**src/rtl/sdram_arbiter_pkg.sv**
```systemverilog
// Shared types and default sizes for the SDRAM user-port arbiter.
package sdram_arb_pkg;

  localparam int unsigned ADDR_W_DEF       = 24;
  localparam int unsigned DATA_W_DEF       = 16;
  localparam int unsigned LEN_W_DEF        = 10;
  localparam int unsigned STARVE_LIMIT_DEF = 4;

  typedef enum logic [1:0] {
    IDLE  = 2'd0,
    ISSUE = 2'd1,
    XFER  = 2'd2,
    FIN   = 2'd3
  } arb_state_t;

  typedef enum logic {
    OWN_DISP = 1'b0,
    OWN_DRAW = 1'b1
  } arb_owner_t;

endpackage

```
**src/rtl/sdram_arbiter.sv**
```systemverilog
// Arbiter sharing the SDRAM core user port between the display line fetcher
// (burst reads, fixed priority) and the draw engine (burst writes) with a
// starvation guard for draw. Bursts run to completion once granted.
module sdram_arbiter
  import sdram_arb_pkg::*;
#(
  parameter int unsigned ADDR_W       = ADDR_W_DEF,
  parameter int unsigned DATA_W       = DATA_W_DEF,
  parameter int unsigned LEN_W        = LEN_W_DEF,
  parameter int unsigned STARVE_LIMIT = STARVE_LIMIT_DEF
) (
  input  logic              clk_50m,
  input  logic              rst_n,
  input  logic              disp_req,
  input  logic [ADDR_W-1:0] disp_addr,
  input  logic [LEN_W-1:0]  disp_len,
  output logic              disp_gnt,
  output logic [DATA_W-1:0] disp_rdata,
  output logic              disp_rvalid,
  output logic              disp_done,
  input  logic              draw_req,
  input  logic [ADDR_W-1:0] draw_addr,
  input  logic [LEN_W-1:0]  draw_len,
  input  logic [DATA_W-1:0] draw_wdata,
  output logic              draw_wready,
  output logic              draw_gnt,
  output logic              draw_done,
  input  logic              core_init_done,
  output logic              core_req,
  output logic              core_we,
  output logic [ADDR_W-1:0] core_addr,
  output logic [LEN_W-1:0]  core_len,
  input  logic              core_ack,
  output logic [DATA_W-1:0] core_wdata,
  input  logic              core_wready,
  input  logic [DATA_W-1:0] core_rdata,
  input  logic              core_rvalid,
  input  logic              core_done,
  output logic              proto_err
);

  localparam int unsigned STARVE_W = $clog2(STARVE_LIMIT + 1);
  localparam int unsigned BW       = LEN_W + 1;
  localparam logic [STARVE_W-1:0] STARVE_MAX = STARVE_W'(STARVE_LIMIT);
  localparam logic [STARVE_W-1:0] STARVE_ONE = STARVE_W'(1);

  arb_state_t          state;
  arb_owner_t          owner;
  logic [STARVE_W-1:0] starve_cnt;
  logic [BW-1:0]       beat_cnt;
  logic                zero_len;

  logic                sel_draw;
  logic [ADDR_W-1:0]   sel_addr;
  logic [LEN_W-1:0]    sel_len;
  logic                owner_disp;
  logic                owner_draw;
  logic [BW-1:0]       beat_total;

  // Owner selection and data-path routing; routing is live only in XFER.
  always_comb begin
    sel_draw    = !(disp_req && !(draw_req && (starve_cnt == STARVE_MAX)));
    sel_addr    = sel_draw ? draw_addr : disp_addr;
    sel_len     = sel_draw ? draw_len : disp_len;
    owner_disp  = (state == XFER) && (owner == OWN_DISP);
    owner_draw  = (state == XFER) && (owner == OWN_DRAW);
    disp_rvalid = core_rvalid & owner_disp;
    disp_rdata  = owner_disp ? core_rdata : '0;
    draw_wready = core_wready & owner_draw;
    core_wdata  = owner_draw ? draw_wdata : '0;
    beat_total  = beat_cnt + BW'(disp_rvalid | draw_wready);
  end

  // Arbitration FSM with registered grant/done/command outputs.
  always_ff @(posedge clk_50m) begin
    if (!rst_n) begin
      state      <= IDLE;
      owner      <= OWN_DISP;
      starve_cnt <= '0;
      beat_cnt   <= '0;
      zero_len   <= 1'b0;
      core_req   <= 1'b0;
      core_we    <= 1'b0;
      core_addr  <= '0;
      core_len   <= '0;
      disp_gnt   <= 1'b0;
      draw_gnt   <= 1'b0;
      disp_done  <= 1'b0;
      draw_done  <= 1'b0;
      proto_err  <= 1'b0;
    end else begin
      disp_gnt  <= 1'b0;
      draw_gnt  <= 1'b0;
      disp_done <= 1'b0;
      draw_done <= 1'b0;
      case (state)
        IDLE: begin
          if (core_init_done && (disp_req || draw_req)) begin
            owner     <= sel_draw ? OWN_DRAW : OWN_DISP;
            disp_gnt  <= !sel_draw;
            draw_gnt  <= sel_draw;
            core_addr <= sel_addr;
            core_len  <= sel_len;
            core_we   <= sel_draw;
            beat_cnt  <= '0;
            zero_len  <= (sel_len == '0);
            core_req  <= (sel_len != '0);
            state     <= (sel_len == '0) ? FIN : ISSUE;
            if (sel_draw || !draw_req) begin
              starve_cnt <= '0;
            end else if (starve_cnt != STARVE_MAX) begin
              starve_cnt <= starve_cnt + STARVE_ONE;
            end
          end
        end
        ISSUE: begin
          if (core_ack) begin
            core_req <= 1'b0;
            state    <= XFER;
          end
        end
        XFER: begin
          beat_cnt <= beat_total;
          if (core_done) begin
            disp_done <= (owner == OWN_DISP);
            draw_done <= (owner == OWN_DRAW);
            if (beat_total != {1'b0, core_len}) begin
              proto_err <= 1'b1;
            end
            state <= FIN;
          end
        end
        FIN: begin
          // A zero-length grant skips the core; its done pulse comes out here.
          if (zero_len) begin
            disp_done <= (owner == OWN_DISP);
            draw_done <= (owner == OWN_DRAW);
            zero_len  <= 1'b0;
          end
          state <= IDLE;
        end
        default: state <= IDLE;
      endcase
    end
  end

endmodule
```
**config.mk**
```make
export PLATFORM = sky130hd
export DESIGN_NAME = sdram_arbiter
export DESIGN_NICKNAME = d
export VERILOG_FILES = /design/src/rtl/sdram_arbiter_pkg.sv /design/src/rtl/sdram_arbiter.sv
export SDC_FILE = /design/constraint.sdc
export NUM_CORES = 1
export LEC_CHECK = 0
export ABC_CLOCK_PERIOD_IN_PS = 3300
export CAP_MARGIN = 20
export CORE_MARGIN = 2
export CORE_UTILIZATION = 35
export CTS_CLUSTER_DIAMETER = 30
export CTS_CLUSTER_SIZE = 10
export DETAILED_ROUTE_END_ITERATION = 7
export GPL_TIMING_DRIVEN = 0
export PLACE_DENSITY = 0.75
export SLEW_MARGIN = 20
export SYNTH_ARGS = -nofsm -noshare
export SYNTH_HDL_FRONTEND = slang
export SYNTH_SLANG_ARGS = --single-unit
```
**constraint.sdc**
```tcl
create_clock -name clk_50m -period 3.3 [get_ports clk_50m]
set_input_delay 0.33 -clock clk_50m [delete_from_list [all_inputs] [get_ports clk_50m]]
set_output_delay 0.33 -clock clk_50m [all_outputs]
set_load 0.01 [all_outputs]
```
==> impl_metrics.toml <==
[placed_design]
gp_congestion = 0.868
placed_area_mm2 = 0.00520
hpwlAfterDp_mm = 9.13
portBuffers = 183

[worst_setup_path]
crit_arrival_ns = 3.37
cpPeakStageDelay_ns = 0.40
slowest_stage = "dfxtp_1"
r2r_end = "proto_err"
r2r_slack_ns = 0.16
worstReg2RegStart = "state[0]"
crit_top_cell = "ha_1"
worstPathRequired_ns = 3.53
worst-path-max-fanout = 8
start_kind = "flip-flop"
path_class = "flip-flop to flip-flop"
worst_r2r_path_depth = 12
path_cells = "inv_1 > ha_1 > nor2b_2 > and2_1 > or2_2 > ha_1 > ha_1 > and3_1 > and3_1 > xnor2_2 > nor3_1 > a311oi_1"
cp-end-kind = "flip-flop"

[min_path]
hold_class = "flip-flop to flip-flop"
whs_endpoint = "starve_cnt[0]"
hold_depth = 2
hold_start = "starve_cnt[0]"

[routing]
wl_per_cell_um = 15.6
viasPerCell = 5.30
via_count = 3901
drtIter0Drc = 168
first_pass_iters = 5
drtAntennaViolNets = 0
routed_wl_mm = 11.5
drc = 0

[timing]
period_share_pct = 95.2
setup_tns_ns = 0
max_slew_margin_pct = 50.5
finalHoldViolCount = 0
setup_violations = 0
fmax_mhz = 318
drv_slew = 0
skew_ns = 0.00726
worst_pin_slew_ns = 0.737
finalCriticalPeriod_ns = 3.14
rsz0062_at_grt = "no"

[die]
coreArea_mm2 = 0.00911
die-area_mm2 = 0.0100
rows = 35
pin_count = 184
fp.dieH_um = 100
start_util_pct = 35.5
die_w_um = 100

[power_and_ir_drop]
vdd_drop_max_v = 0.000235
leakage_nw = 2.09
p_per_area_mw_per_mm2 = 514

[yosys]
synth_ff_type = "dfxtp_1"
synthTopCellsByCount = "nand2_1, dfxtp_1, nor2_1"
ys_warn_count = 0
syn-cell-area_mm2 = 0.00323
async_flop_share_pct = 0
synth_nets = 543
synthTopCellsByArea = "dfxtp_1, a311oi_1, nand2_1, nor2_1, and3_1"
synth-edff-count = 0
ys_seq_area_share_pct = 35.9
synth.distinct_cells = 46
yosys.area.top_type = "dfxtp_1"
netlist.area_leader.share_pct = 35.9
syn_area_per_cell_um2 = 7.59
yosysMostFrequentCell = "nand2_1"
ys_ff_latch = 58
syn-instance-count = 426

[job]
maxCapViolations = 0

[cts]
clk_latency_ns = 0.34
cts_buffer_depth = 2
h-tree-depth = 3
clkTransAtPathRegs_ns = 0.07
cts.sinks = 58
cts_tree = "built"
cts_made_buffers = 9
ctsRootBufferMaster = "clkbuf_8"

[global_routing]
grt_start_max_net_pins = 11
track_usage_pct = 22.4
grt_pass1_wl_mm = 18.0
overflow = 0
antenna_found_initial = 0
grt_pass1_vias = 3779

[cells_and_area]
num_antenna_cells = 0
nNetsFinal = 737
seqCellArea_mm2 = 0.00116
final_core_util_pct = 59.5
synthToLayoutAreaGrowth_pct = 67.4
post-route-cell-area_mm2 = 0.00542
fill_cells = 815
multi_input_area_mm2 = 0.00191
layout-drive-gt1-share_pct = 5.28

[status]
status = "finished clean"
## report_power, final
part | switching (mW) | leakage [nW] | internal (mW)
clock network | 0.275 | 0.101 | 0.390
registers | 0.103 | 0.475 | 0.830
logic | 0.578 | 1.52 | 0.609
## cell families after synthesis
| logic type | Yosys count | share of synthesized area [%] |
|---|---|---|
| buffers and inverters | 42 | 5.30 |
| xor gates and xnor gates | 13 | 3.52 |
| DFF | 58 | 35.9 |
| muxes | 2 | 0.619 |
| adders and majority gates | 8 | 3.09 |
| and+or+nand+nor | 218 | 32.5 |
| AOI/OAI and AO/OA | 85 | 19.1 |
## sequential cells by signal, indices dropped and copies added (netlist names), 2 cells and up
signal,count
core_len,10
beat_cnt,11
core_addr,24
state,2
starve_cnt,3
## area by class of cell
type / instances / area share, %
repair buffers: 183 / 33.8
plain buffers: 32 / 2.47
inverters: 10 / 0.693
clock buffers: 14 / 3.00
clock inverters: 2 / 0.647
multi-input cells: 326 / 35.4
well taps: 111 / 2.56
flip-flops and latches: 58 / 21.4
## worst max-delay path, delay by kind of cell, from the launching register on
family,cells,cell delay (ns)
fa+ha+maj,3,0.78
xor+xnor,1,0.20
flops,1,0.40
buf+inv,1,0.09
compound gates,1,0.29
simple gates,6,1.28
## cells in the final DEF, fill, tap and decap left out, drive strengths merged, types with 2 or more instances in the layout
cell           count
mux2i              2
and3              20
and2              18
xor2               5
dfxtp             58
a31oi              2
a41o               2
or4                4
a21oi             16
nor2b              4
nand4              8
and4               2
buf                7
a21o               2
nor3b              2
nor3               6
clkdlybuf4s50    183
nand2             79
nor4               2
nor2              57
o21ai             15
clkbuf            38
nand3b             4
or3                2
a22oi              3
a311oi            35
ha                 8
xnor2              8
a21boi             2
inv               10
nand3              8
o21a               2
## metal layers
layer	part of all wire, %	global-route usage (%)	vias to the layer above
li1	-	-	1893
met1	39	25.4	1788
met2	49	39.0	188
met3	8.0	5.15	32
met4	3.8	11.9	0
met5	0	0	-
## stage by stage
step	power, mW	hold slack [ns]	cells	setup slack, ns
global placement	2.10	0.459	720	0.321
floorplan	1.52	0.444	426	0.575
global route	2.97	0.502	736	0.00203
CTS	2.80	0.484	736	0.107
finish	2.78	0.478	736	0.158
detailed placement	2.13	0.475	720	0.132
## how the worst max path moves through the flow
stage / from / endpoint / slack [ns] / cells past startpoint
after floorplan: state[0] / proto_err / 0.58 / 12
after global placement: state[0] / proto_err / 0.32 / 12
after detailed placement: state[0] / proto_err / 0.13 / 12
after CTS: state[0] / proto_err / 0.11 / 12
after global routing: state[0] / proto_err / 0.002 / 12
final: state[0] / proto_err / 0.16 / 12
## repair_timing
item	4_1_cts	5_1_grt
hold buffers	0	0
buffers inserted	0	0
setup endpoints to repair	0	1
gates resized for setup	0	3
hold endpoints to repair	0	0
(Power assumes the default switching activity.)
